File: src/rtl/rv32i_single_cycle_core.sv
// Single-cycle RV32I core: fetch, decode, execute and data-memory request all
// resolve combinationally; PC and register file commit on the rising edge.
module rv32i_single_cycle_core #(
    parameter logic [31:0] RESET_PC = 32'h0000_0000
) (
    input  logic        CLK,
    input  logic        Reset,
    input  logic [31:0] INSTRUCTION,
    input  logic [31:0] MEM_data,
    output logic [31:0] Instr_Addr,
    output logic [31:0] MEM_addr,
    output logic [31:0] MEM_WR_out,
    output logic [2:0]  MEM_type,
    output logic        MEM_rd_en,
    output logic        MEM_wr_en
);
    localparam logic [6:0] OP_LUI    = 7'b0110111;
    localparam logic [6:0] OP_AUIPC  = 7'b0010111;
    localparam logic [6:0] OP_JAL    = 7'b1101111;
    localparam logic [6:0] OP_JALR   = 7'b1100111;
    localparam logic [6:0] OP_BRANCH = 7'b1100011;
    localparam logic [6:0] OP_LOAD   = 7'b0000011;
    localparam logic [6:0] OP_STORE  = 7'b0100011;
    localparam logic [6:0] OP_IMM    = 7'b0010011;
    localparam logic [6:0] OP_REG    = 7'b0110011;

    logic [31:0] r_pc;
    logic [31:0] r_regs [32];

    logic [6:0]  w_opcode;
    logic [6:0]  w_funct7;
    logic [4:0]  w_rd;
    logic [4:0]  w_rs1;
    logic [4:0]  w_rs2;
    logic [2:0]  w_funct3;
    logic [31:0] w_imm_i;
    logic [31:0] w_imm_s;
    logic [31:0] w_imm_b;
    logic [31:0] w_imm_u;
    logic [31:0] w_imm_j;
    logic [31:0] w_rs1_val;
    logic [31:0] w_rs2_val;
    logic [31:0] w_agu;
    logic [31:0] w_pc_plus4;
    logic [31:0] w_alu_b;
    logic [4:0]  w_shamt;
    logic [31:0] w_alu;
    logic [31:0] w_next_pc;
    logic [31:0] w_wb_data;
    logic        w_reg_we;
    logic        w_br_taken;
    logic        w_is_lui;
    logic        w_is_auipc;
    logic        w_is_jal;
    logic        w_is_jalr;
    logic        w_is_branch;
    logic        w_is_load;
    logic        w_is_store;
    logic        w_is_opimm;
    logic        w_is_op;

    assign w_opcode = INSTRUCTION[6:0];
    assign w_rd     = INSTRUCTION[11:7];
    assign w_funct3 = INSTRUCTION[14:12];
    assign w_rs1    = INSTRUCTION[19:15];
    assign w_rs2    = INSTRUCTION[24:20];
    assign w_funct7 = INSTRUCTION[31:25];

    assign w_imm_i = {{20{INSTRUCTION[31]}}, INSTRUCTION[31:20]};
    assign w_imm_s = {{20{INSTRUCTION[31]}}, INSTRUCTION[31:25], INSTRUCTION[11:7]};
    assign w_imm_b = {{19{INSTRUCTION[31]}}, INSTRUCTION[31], INSTRUCTION[7],
                      INSTRUCTION[30:25], INSTRUCTION[11:8], 1'b0};
    assign w_imm_u = {INSTRUCTION[31:12], 12'b0};
    assign w_imm_j = {{11{INSTRUCTION[31]}}, INSTRUCTION[31], INSTRUCTION[19:12],
                      INSTRUCTION[20], INSTRUCTION[30:21], 1'b0};

    // x0 is never written, so it always reads back as zero.
    assign w_rs1_val  = r_regs[w_rs1];
    assign w_rs2_val  = r_regs[w_rs2];
    assign w_pc_plus4 = r_pc + 32'd4;
    assign w_agu      = w_rs1_val + (w_is_store ? w_imm_s : w_imm_i);

    // Unlisted opcodes and reserved funct encodings all decode to nothing.
    always_comb begin
        w_is_lui    = (w_opcode == OP_LUI);
        w_is_auipc  = (w_opcode == OP_AUIPC);
        w_is_jal    = (w_opcode == OP_JAL);
        w_is_jalr   = (w_opcode == OP_JALR) && (w_funct3 == 3'b000);
        w_is_branch = (w_opcode == OP_BRANCH) && (w_funct3[2:1] != 2'b01);
        w_is_load   = (w_opcode == OP_LOAD) && (w_funct3 != 3'b011) && (w_funct3[2:1] != 2'b11);
        w_is_store  = (w_opcode == OP_STORE) && !w_funct3[2] && (w_funct3 != 3'b011);
        w_is_op     = (w_opcode == OP_REG) &&
                      ((w_funct7 == 7'b0000000) ||
                       ((w_funct7 == 7'b0100000) && ((w_funct3 == 3'b000) || (w_funct3 == 3'b101))));
        w_is_opimm  = 1'b0;
        if (w_opcode == OP_IMM) begin
            case (w_funct3)
                3'b001:  w_is_opimm = (w_funct7 == 7'b0000000);
                3'b101:  w_is_opimm = (w_funct7 == 7'b0000000) || (w_funct7 == 7'b0100000);
                default: w_is_opimm = 1'b1;
            endcase
        end
    end

    always_comb begin
        w_alu_b = w_is_op ? w_rs2_val : w_imm_i;
        w_shamt = w_alu_b[4:0];
        w_alu   = '0;
        case (w_funct3)
            3'b000: w_alu = (w_is_op && w_funct7[5]) ? (w_rs1_val - w_alu_b) : (w_rs1_val + w_alu_b);
            3'b001: w_alu = w_rs1_val << w_shamt;
            3'b010: w_alu = {31'b0, $signed(w_rs1_val) < $signed(w_alu_b)};
            3'b011: w_alu = {31'b0, w_rs1_val < w_alu_b};
            3'b100: w_alu = w_rs1_val ^ w_alu_b;
            3'b101: begin
                if (w_funct7[5]) w_alu = $signed(w_rs1_val) >>> w_shamt;
                else             w_alu = w_rs1_val >> w_shamt;
            end
            3'b110: w_alu = w_rs1_val | w_alu_b;
            default: w_alu = w_rs1_val & w_alu_b;
        endcase
    end

    always_comb begin
        w_br_taken = 1'b0;
        case (w_funct3)
            3'b000:  w_br_taken = (w_rs1_val == w_rs2_val);
            3'b001:  w_br_taken = (w_rs1_val != w_rs2_val);
            3'b100:  w_br_taken = ($signed(w_rs1_val) <  $signed(w_rs2_val));
            3'b101:  w_br_taken = ($signed(w_rs1_val) >= $signed(w_rs2_val));
            3'b110:  w_br_taken = (w_rs1_val <  w_rs2_val);
            3'b111:  w_br_taken = (w_rs1_val >= w_rs2_val);
            default: w_br_taken = 1'b0;
        endcase
    end

    always_comb begin
        w_next_pc = w_pc_plus4;
        if (w_is_jal)
            w_next_pc = r_pc + w_imm_j;
        else if (w_is_jalr)
            w_next_pc = w_agu & ~32'd1;
        else if (w_is_branch && w_br_taken)
            w_next_pc = r_pc + w_imm_b;
    end

    always_comb begin
        w_reg_we  = 1'b1;
        w_wb_data = w_alu;
        if (w_is_lui)
            w_wb_data = w_imm_u;
        else if (w_is_auipc)
            w_wb_data = r_pc + w_imm_u;
        else if (w_is_jal || w_is_jalr)
            w_wb_data = w_pc_plus4;
        else if (w_is_load)
            w_wb_data = MEM_data;
        else if (!(w_is_op || w_is_opimm))
            w_reg_we = 1'b0;
    end

    always_ff @(posedge CLK or negedge Reset) begin
        if (!Reset) begin
            r_pc <= RESET_PC;
            for (int i = 0; i < 32; i++) r_regs[i] <= '0;
        end else begin
            r_pc <= w_next_pc;
            if (w_reg_we && (w_rd != 5'd0)) r_regs[w_rd] <= w_wb_data;
        end
    end

    // Enables are gated by reset so an in-flight store is dropped at once.
    assign Instr_Addr = r_pc;
    assign MEM_addr   = w_agu;
    assign MEM_WR_out = w_rs2_val;
    assign MEM_type   = (w_is_load || w_is_store) ? w_funct3 : 3'b010;
    assign MEM_rd_en  = w_is_load && Reset;
    assign MEM_wr_en  = w_is_store && Reset;

endmodule

File: config.mk
export PLATFORM = sky130hd
export DESIGN_NAME = rv32i_single_cycle_core
export DESIGN_NICKNAME = d
export VERILOG_FILES = /design/src/rtl/rv32i_single_cycle_core.sv
export SDC_FILE = /design/constraint.sdc
export NUM_CORES = 2
export LEC_CHECK = 0
export BUFFER_PORTS_ARGS = -buffer_cell sky130_fd_sc_hd__clkbuf_2
export CAP_MARGIN = 15
export CORE_ASPECT_RATIO = 1.25
export CORE_MARGIN = 4
export CORE_UTILIZATION = 39
export DETAILED_ROUTE_END_ITERATION = 8
export PLACE_DENSITY = 0.63
export SETUP_SLACK_MARGIN = 0.1
export SLEW_MARGIN = 20
export SYNTH_ARGS = -nofsm -noshare
export SYNTH_HDL_FRONTEND = slang
export SYNTH_SLANG_ARGS = --single-unit
File: constraint.sdc
create_clock -name CLK -period 6.67 [get_ports CLK]
set_input_delay 0.3335 -clock CLK [delete_from_list [all_inputs] [get_ports CLK]]
set_output_delay 0.3335 -clock CLK [all_outputs]
set_load 0.02 [all_outputs]
==> parameters.txt <==
Parameter                              Value

Timing
  Share of the clock period used by the worst path ... 96.70%
  Slew margin rel. ... 21.90%
  Post-route minimum period ... 6450 ps
  Transition time at the pin with the least slew margin ... 1171 ps
  Final Hold Viols ... 0
  Total of endpoints with negative setup slack in the final report ... 0
  Smallest setup slack after layout ... about 220 ps
  Max Freq ... between 150 and 200 MHz
  Setup repair after global routing missed its margin ... no
  Final Max Slew Viols ... 0
  Setup TNS Final ... 0 ps
  Worst clock skew on the final layout ... 63.52 ps

Placement
  Dpl cells ... 10,020
  Detail Placement HPWL ... approximately 250 mm
  Post-placement setup slack ... -295.4 ps
  Port-buffer cells ... between 150 and 200
  Placer congestion estimate ... 1.134

Synthesis
  Register area share after synthesis ... 37.19%
  Syn_area_per_cell ... 9.420 um2
  Post-synthesis net count ... 7,814
  Post-synth top area cell ... sky130_fd_sc_hd__dfrtp_1
  Cell area after technology mapping ... 70,990 um2
  Top flip-flop cell by instance count after synthesis ... sky130_fd_sc_hd__dfrtp_1
  Count of unique library cells instantiated by Yosys ... 111
  Async set-or-reset flop fraction in the synthesized netlist ... 100.0%
  Total of warnings raised by yosys ... 0
  EDFF count, synth ... 0
  Post-synthesis sequential element count ... 1,055
  Share of Yosys cell area claimed by the top area cell type ... 37.19%
  Largest cells by area after synthesis ... sky130_fd_sc_hd__dfrtp_1 37%, sky130_fd_sc_hd__mux4_2 13%, sky130_fd_sc_hd__nand2_1 6.8%
  Cells after Synth ... 7,536

Routing
  Detailed-router iteration count before antenna repair ... 6
  Residual DRC count ... 0
  Number of vias per cell after detailed routing ... ~6.5
  Detail Route Antenna Nets ... 0
  Total Wirelength ... around 340 mm
  Overall via count from detail_route ... 66,010
  Initial DRC Count ... 7,650
  Routed length per placed instance ... 32.94 um

Cells and area
  Proportion of layout cells with a drive suffix above 1 ... about a fifth
  Number of nets in the layout ... 8,031
  Relative area change from synthesis to final layout ... 15.55%
  Most frequent standard cell in the layout excluding fill and tap cells ... sky130_fd_sc_hd__nand2_1
  Most used cells in the layout excluding fill and tap cells ... 1,246 x sky130_fd_sc_hd__nand2_1, 1,055 x sky130_fd_sc_hd__dfrtp_1, 674 x sky130_fd_sc_hd__o21ai_0, 527 x sky130_fd_sc_hd__buf_4, 418 x sky130_fd_sc_hd__mux2i_1
  Final Instance Count excl. Fillers ... 10,220

Critical path
  Maximum fanout along the worst path ... 3
  Gate family responsible for the most delay along the worst path ... compound AO/OA/AOI/OAI gates
  Kind of critical path ... reg -> out
  Kind of end point of the critical path ... primary output
  Data required time at the worst endpoint ... around 6300 ps
  Arr. time, crit path ... around 6000 ps
  Crit-path max cell delay ... approximately 500 ps
  Slowest cell on the critical path ... sky130_fd_sc_hd__mux4_2
  Critical path launch point type ... flop
  Cell depth of the worst setup path ... 23
  Count of cells along the worst register-to-register path ... 23
  Most prevalent standard cell on the critical path ... sky130_fd_sc_hd__a21oi_2
  Buffering stage count on the worst path with inverters included ... 4
  CP cell instances ... mux4_2, a22oi_1, nand3_1, a21oi_2, buf_4, inv_1, buf_4, ha_1, fa_1, a21o_1, a21oi_2, o21bai_1, a21oi_2, o21bai_1, and4_1, o31a_1, or4b_4, a311o_1, a21bo_2, a21oi_2, a21oi_1, xnor2_2, clkbuf_2

CTS
  H-tree level count ... 3
  Clock buffer depth ... 3
  Clk sinks ... 1,055
  CTS Buf Count ... about 110
  TritonCTS clock tree ... built
  Root Buffer Master ... sky130_fd_sc_hd__clkbuf_16
  Worst-skew pair later-pin latency ... roughly 780 ps
  Clock slew at reported path FFs ... 60 ps

Floorplanning
  Core footprint ... 180,500 um2
  Overall die area ... roughly 190,000 um2
  Overall die height ... roughly 480 um
  Top-Level Pins ... 167
  Chip Width ... about 400 um
  Std cell rows ... around 170
  Initial Utilization ... 39.33%

Pwr
  Total power density per cell area ... 223.5 nW/um2
  Maximum VDD drop ... 0.2613 mV
  Sum of internal, switching and leakage power ... roughly 18 mW
  Leak pwr ... around 37 nW

Job
  Reported max-cap violation count ... 0

GRT
  Number of global-route vias before repair ... 65,540
  Antenna violations before repair ... 11
  Wire length of the first global-routing pass ... 480.5 mm
  Pin count of the biggest net entering global routing ... 172
  Remaining global-route overflow ... 0
  Combined global-route utilization of all metal layers ... 34.88%

Hold path
  Min-Delay Path Class ... in -> async

Status
  Status ... completed
==> layout make-up <==
type                            count  area [um2]
Fill cell                       17040       98450
Inverter                          167       640.6
Multi-Input combinational cell   5627       41340
Tap cell                         2376        2973
Clock buffer                      144        2975
Sequential cell                  1055       26400
Timing Repair Buffer              796        6975
Clock inverter                     53       711.9
Antenna cell                        3       7.507
==> routing by layer <==
metal	vias to the layer above	GRT usage, %	wire length [um]
met2	4055	54.36	150300
met5	-	0	46
met1	32670	41.73	122000
met3	1274	7.474	30680
li1	28000	-	-
met4	8	28.02	33650
==> registers in the layout (all words and copies together) (netlist names) <==
| signal | flops |
|---|---|
| r_regs | 1024 |
| Instr_Addr | 31 |
==> cells by family (layout without fill, tap and decap cells) <==
| family | count (synthesis) | in the layout | synth area share [%] |
|---|---|---|---|
| compound gates | 2300 | 2300 | 19.73 |
| xor+xnor | 150 | 150 | 1.851 |
| fa+ha+maj | 212 | 212 | 3.789 |
| buf+inv | 854 | 1160 | 5.378 |
| flops | 1055 | 1055 | 37.19 |
| mux | 860 | 860 | 19.36 |
| other cells | 1 | 4 | 0.005283 |
| simple gates | 2104 | 2104 | 12.70 |
==> stage by stage <==
step	util [%]	instance area [um2]	hold slack (ps)
floorplan	-	71040	37.91
global placement	43.32	78190	381.3
detailed placement	43.33	78200	388.2
CTS	45.40	81940	184.0
global route	45.45	82020	199.0
finish	45.45	82030	176.2
==> synthesized netlist by cell type (76+ instances only) <==
master and instances:
sky130_fd_sc_hd__o21ai_1 392, sky130_fd_sc_hd__nor3_1 76, sky130_fd_sc_hd__dfrtp_1 1055, sky130_fd_sc_hd__mux4_2 407, sky130_fd_sc_hd__mux2i_1 419, sky130_fd_sc_hd__clkbuf_1 458, sky130_fd_sc_hd__inv_1 149, sky130_fd_sc_hd__a21o_1 81
sky130_fd_sc_hd__a22oi_1 224, sky130_fd_sc_hd__buf_2 116, sky130_fd_sc_hd__nand2_1 1277, sky130_fd_sc_hd__nand3_1 103, sky130_fd_sc_hd__nor2_1 361, sky130_fd_sc_hd__ha_1 207, sky130_fd_sc_hd__xnor2_1 97, sky130_fd_sc_hd__o21ai_0 680
sky130_fd_sc_hd__a21oi_1 387
==> final timing paths <==
| kind | slack [ps] | end | start |
|---|---|---|---|
| max | 220 | MEM_addr[28] | r_regs[0] |
| min | 180 | r_regs[575] | Reset |
| max reg2reg | 370 | Instr_Addr[31] | r_regs[257] |
| min reg2reg | 400 | r_regs[1021] | r_regs[1021] |
| max in group asynchronous | 4350 | r_regs[375] | Reset |
| min in group CLK | 270 | r_regs[62] | INSTRUCTION[10] |
==> power by group <==
part           total (mW)  internal, mW  switching (mW)
Combinational        4.91          1.78            3.13
Clock                6.42          3.59            2.84
Sequential           7.00          6.64           0.361
Total                18.3          12.0            6.33
==> repair_timing <==
action | CTS | global route
cloned | 0 | 1
hold buffers | 1 | 0
resized for setup | 9 | 11
setup endpoints to repair | 4 | 56
pin swaps | 2 | 5
hold endpoints to repair | 66 | 0
setup buffers | 1 | 1
Power figures use the tool's default switching activity.
